**src/rtl/mm_pkg.sv**
```systemverilog
// Shared types and constants for the streaming matrix multiplier.
package mm_pkg;

   typedef enum logic [2:0] {
      StIdle,
      StLoadA,
      StLoadB,
      StCheck,
      StCompute
   } mm_state_e;

   localparam int unsigned MAXD_DEFAULT = 4;
   localparam int unsigned DIM_W        = $clog2(MAXD_DEFAULT + 1);

   // Bit positions in the legality reason vector; any set bit makes a pair illegal.
   localparam int unsigned RSN_RAGGED   = 0;
   localparam int unsigned RSN_OVERSIZE = 1;
   localparam int unsigned RSN_MISMATCH = 2;
   localparam int unsigned RSN_W        = 3;

   function automatic int unsigned dim_w(input int unsigned maxd);
      return $clog2(maxd + 1);
   endfunction

endpackage

```
**src/rtl/mm_stream_param_dot.sv**
```systemverilog
// Signed MAXD-term dot product over the first len_i terms.
// MM_SERIAL_MAC_EN selects a single multiply-accumulate; otherwise fully parallel.
module mm_dot_unit
   import mm_pkg::*;
#(
   parameter int unsigned DW   = 8,
   parameter int unsigned MAXD = 4,
   parameter int unsigned OW   = 2*DW + $clog2(MAXD) + 1
) (
`ifdef MM_SERIAL_MAC_EN
   input  logic                      clk,
   input  logic                      rst,
   input  logic                      start_i,
`endif
   input  logic [MAXD*DW-1:0]        a_i,
   input  logic [MAXD*DW-1:0]        b_i,
   input  logic [dim_w(MAXD)-1:0]    len_i,
   output logic signed [OW-1:0]      sum_o,
   output logic                      valid_o
);

   localparam int unsigned CNT_W = dim_w(MAXD);

   logic signed [2*DW-1:0] prod;

`ifdef MM_SERIAL_MAC_EN
   logic [CNT_W-1:0]   k_q;
   logic               run_q;
   logic               vld_q;
   logic signed [OW-1:0] acc_q;

   assign prod = $signed(a_i[k_q*DW +: DW]) * $signed(b_i[k_q*DW +: DW]);

   // start_i lands on the same edge the operands change, so term 0 is taken a cycle later.
   always_ff @(posedge clk or posedge rst) begin
      if (rst) begin
         k_q   <= '0;
         run_q <= 1'b0;
         vld_q <= 1'b0;
         acc_q <= '0;
      end else if (start_i) begin
         k_q   <= '0;
         run_q <= 1'b1;
         vld_q <= 1'b0;
         acc_q <= '0;
      end else if (run_q) begin
         acc_q <= acc_q + OW'(prod);
         if (k_q == len_i - CNT_W'(1)) begin
            run_q <= 1'b0;
            vld_q <= 1'b1;
         end else begin
            k_q <= k_q + CNT_W'(1);
         end
      end
   end

   assign sum_o   = acc_q;
   assign valid_o = vld_q;
`else
   always_comb begin
      sum_o = '0;
      prod  = '0;
      for (int k = 0; k < int'(MAXD); k++) begin
         prod = $signed(a_i[k*DW +: DW]) * $signed(b_i[k*DW +: DW]);
         if (k < int'(len_i)) begin
            sum_o = sum_o + OW'(prod);
         end
      end
   end

   assign valid_o = 1'b1;
`endif

endmodule

```
**src/rtl/mm_stream_param.sv**
```systemverilog
// Streaming C = A x B: loads A then B with row/column markers, checks legality, emits C row-major.
// Define MM_SERIAL_MAC_EN for a single-MAC dot unit (colsA cycles per result).
module mm_stream_param
   import mm_pkg::*;
#(
   parameter int unsigned DW   = 8,
   parameter int unsigned MAXD = 4,
   parameter int unsigned OW   = 2*DW + $clog2(MAXD) + 1
) (
   input  logic          clk,
   input  logic          rst,
   input  logic          in_valid,
   output logic          in_ready,
   input  logic [DW-1:0] in_data,
   input  logic          col_end,
   input  logic          row_end,
   output logic          chk_valid,
   output logic          is_legal,
   output logic          out_valid,
   input  logic          out_ready,
   output logic [OW-1:0] out_data,
   output logic          change_row,
   output logic          busy
);

   localparam int unsigned CNT_W = dim_w(MAXD);
   localparam int unsigned IDX_W = (MAXD > 1) ? $clog2(MAXD) : 1;
   localparam logic [CNT_W-1:0] MAXD_C = CNT_W'(MAXD);
   localparam logic [CNT_W-1:0] ONE_C  = CNT_W'(1);

   mm_state_e state_q, state_d;
   logic [CNT_W-1:0] row_q, row_d, col_q, col_d, ref_q, ref_d;
   logic [CNT_W-1:0] rows_a_q, rows_a_d, cols_a_q, cols_a_d;
   logic [CNT_W-1:0] rows_b_q, rows_b_d, cols_b_q, cols_b_d;
   logic [CNT_W-1:0] i_q, i_d, j_q, j_d;
   logic             ragged_q, ragged_d, oversize_q, oversize_d;

   logic signed [DW-1:0] a_q [MAXD][MAXD];
   logic signed [DW-1:0] b_q [MAXD][MAXD];

   logic             xfer, in_cell, wr_a, wr_b, hs, start, legal;
   logic [CNT_W-1:0] width, height;
   logic [RSN_W-1:0] reason;
   logic [MAXD*DW-1:0] a_row, b_col;
   logic signed [OW-1:0] dot;
   logic             dot_valid;

   // in_ready is forced low while rst is held so every output reads 0 during reset.
   assign in_ready = (state_q inside {StIdle, StLoadA, StLoadB}) && !rst;
   assign xfer     = in_valid && in_ready;
   assign in_cell  = (row_q < MAXD_C) && (col_q < MAXD_C);
   assign width    = (col_q == MAXD_C) ? MAXD_C : col_q + ONE_C;
   assign height   = (row_q == MAXD_C) ? MAXD_C : row_q + ONE_C;

   always_comb begin
      reason               = '0;
      reason[RSN_RAGGED]   = ragged_q;
      reason[RSN_OVERSIZE] = oversize_q;
      reason[RSN_MISMATCH] = (cols_a_q != rows_b_q);
   end
   assign legal = (reason == '0);

   always_comb begin
      state_d    = state_q;
      row_d      = row_q;
      col_d      = col_q;
      ref_d      = ref_q;
      rows_a_d   = rows_a_q;
      cols_a_d   = cols_a_q;
      rows_b_d   = rows_b_q;
      cols_b_d   = cols_b_q;
      i_d        = i_q;
      j_d        = j_q;
      ragged_d   = ragged_q;
      oversize_d = oversize_q;
      wr_a       = 1'b0;
      wr_b       = 1'b0;
      start      = 1'b0;
      unique case (state_q)
         StIdle, StLoadA, StLoadB: begin
            if (xfer) begin
               if (state_q == StIdle) begin
                  state_d    = StLoadA;
                  ragged_d   = 1'b0;
                  oversize_d = 1'b0;
               end
               if (in_cell) begin
                  wr_a = (state_q != StLoadB);
                  wr_b = (state_q == StLoadB);
               end else begin
                  oversize_d = 1'b1;
               end
               if (col_end) begin
                  col_d = '0;
                  if (row_q == '0) begin
                     ref_d = width;
                  end else if (width != ref_q) begin
                     ragged_d = 1'b1;
                  end
                  if (row_end) begin
                     row_d = '0;
                     if (state_q == StLoadB) begin
                        rows_b_d = height;
                        cols_b_d = (row_q == '0) ? width : ref_q;
                        state_d  = StCheck;
                     end else begin
                        rows_a_d = height;
                        cols_a_d = (row_q == '0) ? width : ref_q;
                        state_d  = StLoadB;
                     end
                  end else if (row_q != MAXD_C) begin
                     row_d = row_q + ONE_C;
                  end
               end else if (col_q != MAXD_C) begin
                  col_d = col_q + ONE_C;
               end
            end
         end
         StCheck: begin
            i_d = '0;
            j_d = '0;
            if (legal) begin
               state_d = StCompute;
               start   = 1'b1;
            end else begin
               state_d = StIdle;
            end
         end
         StCompute: begin
            if (hs) begin
               if (j_q == cols_b_q - ONE_C) begin
                  j_d = '0;
                  if (i_q == rows_a_q - ONE_C) begin
                     state_d = StIdle;
                  end else begin
                     i_d   = i_q + ONE_C;
                     start = 1'b1;
                  end
               end else begin
                  j_d   = j_q + ONE_C;
                  start = 1'b1;
               end
            end
         end
         default: state_d = StIdle;
      endcase
   end

   always_ff @(posedge clk or posedge rst) begin
      if (rst) begin
         state_q    <= StIdle;
         row_q      <= '0;
         col_q      <= '0;
         ref_q      <= '0;
         rows_a_q   <= '0;
         cols_a_q   <= '0;
         rows_b_q   <= '0;
         cols_b_q   <= '0;
         i_q        <= '0;
         j_q        <= '0;
         ragged_q   <= 1'b0;
         oversize_q <= 1'b0;
      end else begin
         state_q    <= state_d;
         row_q      <= row_d;
         col_q      <= col_d;
         ref_q      <= ref_d;
         rows_a_q   <= rows_a_d;
         cols_a_q   <= cols_a_d;
         rows_b_q   <= rows_b_d;
         cols_b_q   <= cols_b_d;
         i_q        <= i_d;
         j_q        <= j_d;
         ragged_q   <= ragged_d;
         oversize_q <= oversize_d;
      end
   end

   always_ff @(posedge clk or posedge rst) begin
      if (rst) begin
         for (int r = 0; r < int'(MAXD); r++) begin
            for (int c = 0; c < int'(MAXD); c++) begin
               a_q[r][c] <= '0;
               b_q[r][c] <= '0;
            end
         end
      end else begin
         if (wr_a) a_q[row_q[IDX_W-1:0]][col_q[IDX_W-1:0]] <= $signed(in_data);
         if (wr_b) b_q[row_q[IDX_W-1:0]][col_q[IDX_W-1:0]] <= $signed(in_data);
      end
   end

   always_comb begin
      a_row = '0;
      b_col = '0;
      for (int k = 0; k < int'(MAXD); k++) begin
         a_row[k*DW +: DW] = a_q[i_q[IDX_W-1:0]][k];
         b_col[k*DW +: DW] = b_q[k][j_q[IDX_W-1:0]];
      end
   end

   mm_dot_unit #(
      .DW   (DW),
      .MAXD (MAXD),
      .OW   (OW)
   ) u_dot (
`ifdef MM_SERIAL_MAC_EN
      .clk     (clk),
      .rst     (rst),
      .start_i (start),
`endif
      .a_i     (a_row),
      .b_i     (b_col),
      .len_i   (cols_a_q),
      .sum_o   (dot),
      .valid_o (dot_valid)
   );

   assign chk_valid  = (state_q == StCheck);
   assign is_legal   = chk_valid && legal;
   assign busy       = chk_valid || (state_q == StCompute);
   assign out_valid  = (state_q == StCompute) && dot_valid;
   assign out_data   = out_valid ? dot : '0;
   assign change_row = out_valid && (j_q == cols_b_q - ONE_C);
   assign hs         = out_valid && out_ready;

   // A stalled result must not move until the sink takes it.
   assert property (@(posedge clk) disable iff (rst)
      (out_valid && !out_ready) |=> (out_valid && $stable(out_data) && $stable(change_row)));

endmodule

```
**config.mk**
```make
export PLATFORM = sky130hd
export DESIGN_NAME = mm_stream_param
export DESIGN_NICKNAME = d
export VERILOG_FILES = /design/src/rtl/mm_pkg.sv /design/src/rtl/mm_stream_param_dot.sv /design/src/rtl/mm_stream_param.sv
export SDC_FILE = /design/constraint.sdc
export NUM_CORES = 1
export LEC_CHECK = 0
export ABC_AREA = 1
export ABC_CLOCK_PERIOD_IN_PS = 27500
export CAP_MARGIN = 20
export CORE_MARGIN = 10
export CORE_UTILIZATION = 25
export CTS_CLUSTER_SIZE = 28
export DETAILED_ROUTE_END_ITERATION = 16
export GPL_ROUTABILITY_DRIVEN = 0
export GPL_TIMING_DRIVEN = 0
export REMOVE_ABC_BUFFERS = 1
export SETUP_SLACK_MARGIN = 0.02
export SYNTH_ARGS = -nofsm -noshare
export SYNTH_HDL_FRONTEND = slang
export SYNTH_SLANG_ARGS = --single-unit
```
**constraint.sdc**
```tcl
create_clock -name clk -period 27.5 [get_ports clk]
set_clock_uncertainty 0.05 [all_clocks]
set_input_delay 5.5 -clock clk [delete_from_list [all_inputs] [get_ports clk]]
set_output_delay 5.5 -clock clk [all_outputs]
set_load 0.05 [all_outputs]
```
==> flow_summary.json <==
{
  "status": "finished clean",
  "grt_max_degree": 120,
  "n_antenna_cell": 0,
  "synth_area_leaders": "dfrtp_1 (27%), fa_1 (23%), nand2_1 (12%)",
  "drtAntennaViolNets": 0,
  "max_slew_margin_pct": 20.1,
  "ys_types": 48,
  "cts_hold_buf": 0,
  "yosysTopAreaCell": "dfrtp_1",
  "cts.clk_slew.worst_paths_ns": 0.06,
  "cp_slowest_stage_delay_ns": 0.89,
  "port_buffers": 38,
  "maxCapViolCount": 0,
  "cts_setup_buffers": 0,
  "synth.cell_area_um2": 26700,
  "clock-sinks": 288,
  "synth_top_area_share_pct": 27.0,
  "post_cts_resized": 0,
  "post-route-period-util_pct": 89.8,
  "syn_area_per_cell_um2": 8.14,
  "nets": 3744,
  "start_util_pct": 25.3,
  "drc": 0,
  "synth-seq-area-share_pct": 27.0,
  "die_area_um2": 120000,
  "synth_common_cells": "nand2_1 (856), inv_1 (541), fa_1 (303), dfrtp_1 (288), o21ai_0 (263)",
  "cts_root_buf": "clkbuf_16",
  "die_w_um": 347,
  "netlist_instances": 3286,
  "coreArea_um2": 106000,
  "instances_no_fill": 4666,
  "area_growth_pct": 10.6,
  "cp-end-kind": "output port",
  "cts_buffer_depth": 3,
  "vias": 20900,
  "dieHeight_um": 347,
  "wl_um": 68100,
  "critPathArrivalTime_ns": 19.14,
  "ys_warn_count": 0,
  "via_per_inst": 4.49,
  "cpMaxStageDelayCell": "clkdlybuf4s50_1",
  "final-setup-viol-count": 0,
  "setup_tns_ns": 0,
  "grt.total_usage_pct": 11.2,
  "yosysMostFrequentCell": "nand2_1",
  "htreeDepth": 1,
  "grt_antenna_before_repair": 0,
  "largestRegisters": "a_q: 128 flops, b_q: 128 flops",
  "rows": 119,
  "dp_cells": 4616,
  "fmax_mhz": 40.5,
  "hold_violations": 0,
  "synth-seq-cells": 288,
  "clk_latency_ns": 0.54,
  "synth_edf_count": 0,
  "async_flop_share_pct": 100,
  "hold_path_class": "reg2reg",
  "cts_made_buffers": 26,
  "ys.flop_type": "dfrtp_1",
  "ios": 39,
  "cpMostUsedCell": "fa_1",
  "worstSetupStartpointType": "register",
  "grt_pass1_wl_um": 113000,
  "grt_pass1_vias": 21000,
  "overflow": 0,
  "crit_type": "reg2out",
  "tightest_slew_ns": 1.20,
  "routedWlPerCell_um": 14.6,
  "grt_setup_unrepaired": "no",
  "crit_required_ns": 21.95,
  "cts_tree": "done",
  "drive_gt1_share_pct": 3.54,
  "crit_fanout": 33,
  "place_hpwl_um": 53100,
  "dr.first_iter.drc_count": 1232,
  "dr.pass1.iters": 6,
  "fin_crit_ns": 24.69,
  "drv_slew": 0
}
[path summary, 6_finish.rpt]
check	startpoint	to	slack, ns	depth (start not counted)
setup / recovery	i_q[0]$_DFFE_PP0P_	out_data[18]	2.81	66
max in group asynchronous	rst	a_q[11]$_DFFE_PP0P_	20.97	3
min in group asynchronous	rst	state_q[2]$_DFFE_PP0P_	5.44	2
hold reg to reg	oversize_q$_DFFE_PP0P_	oversize_q$_DFFE_PP0P_	0.42	2
setup reg to reg	cols_a_q[2]$_DFFE_PP0P_	state_q[2]$_DFFE_PP0P_	24.58	3
hold / removal	oversize_q$_DFFE_PP0P_	oversize_q$_DFFE_PP0P_	0.42	2
[critical path, delay by kind of cell (launching register included)]
| family | cells | cell delay (ns) |
|---|---|---|
| adder cells (fa/ha/maj) | 23 | 10.31 |
| AND/OR/NAND/NOR | 21 | 2.39 |
| flip-flops | 1 | 0.60 |
| AO/OA/AOI/OAI | 9 | 2.87 |
| XOR/XNOR | 1 | 0.16 |
| buffers and inverters | 12 | 2.22 |
[per-layer routing]
metal / GRT usage, % / vias to the layer above / part of all wire [%] / routed length, µm
li1: - / 10200 / - / -
met1: 15.8 / 10300 / 49 / 33200
met2: 18.8 / 366 / 46 / 31400
met3: 0.657 / 58 / 3.4 / 2350
met4: 2.40 / 0 / 1.6 / 1100
met5: 0 / - / 0 / 0
[metrics by stage]
step           cell area, µm²  hold WS [ns]  worst slack (ns)  util, %
2_1_floorplan           26100         0.384              4.92        -
3_3_place_gp            28300         0.397            0.0207     26.7
3_5_place_dp            28600         0.407              3.15     27.1
4_1_cts                 29500         0.419              2.53     27.9
6_report                29600         0.417              2.81     28.0
5_1_grt                 29600         0.438              1.37     28.0
[cell families (layout without fill, tap and decap cells)]
logic type      Yosys count  after routing  synth area share (%)
buf+inv                 659            648                  9.87
compound gates          579            579                  12.4
fa+ha+maj               474            474                  30.7
simple gates           1241           1241                  18.6
flops                   288            288                  27.0
mux                       3              3                 0.126
xor+xnor                 42             42                  1.38
[area by class of cell]
cell class	instances	area [µm²]
Fill cell	11400	76200
Multi-Input combinational cell	2339	16900
Sequential cell	288	7210
Inverter	544	2050
Tap cell	1391	1740
Timing Repair Buffer	57	813
Clock buffer	43	806
Clock inverter	4	45.0
[placed cells by master (no fill, tap or decap), drive strengths merged, types with 22 or more instances in the layout]
cell type,count
nand3,84
clkbuf,43
nand2,868
clkdlybuf4s50,38
ha,171
fa,303
inv,543
xnor2,22
nor2,250
o21ai,344
dfrtp,288
a21oi,132
a32oi,53
Power is left out: the tool's default activity adds up to more than one toggle a clock period on the data nets, which glitch-free logic cannot reach.
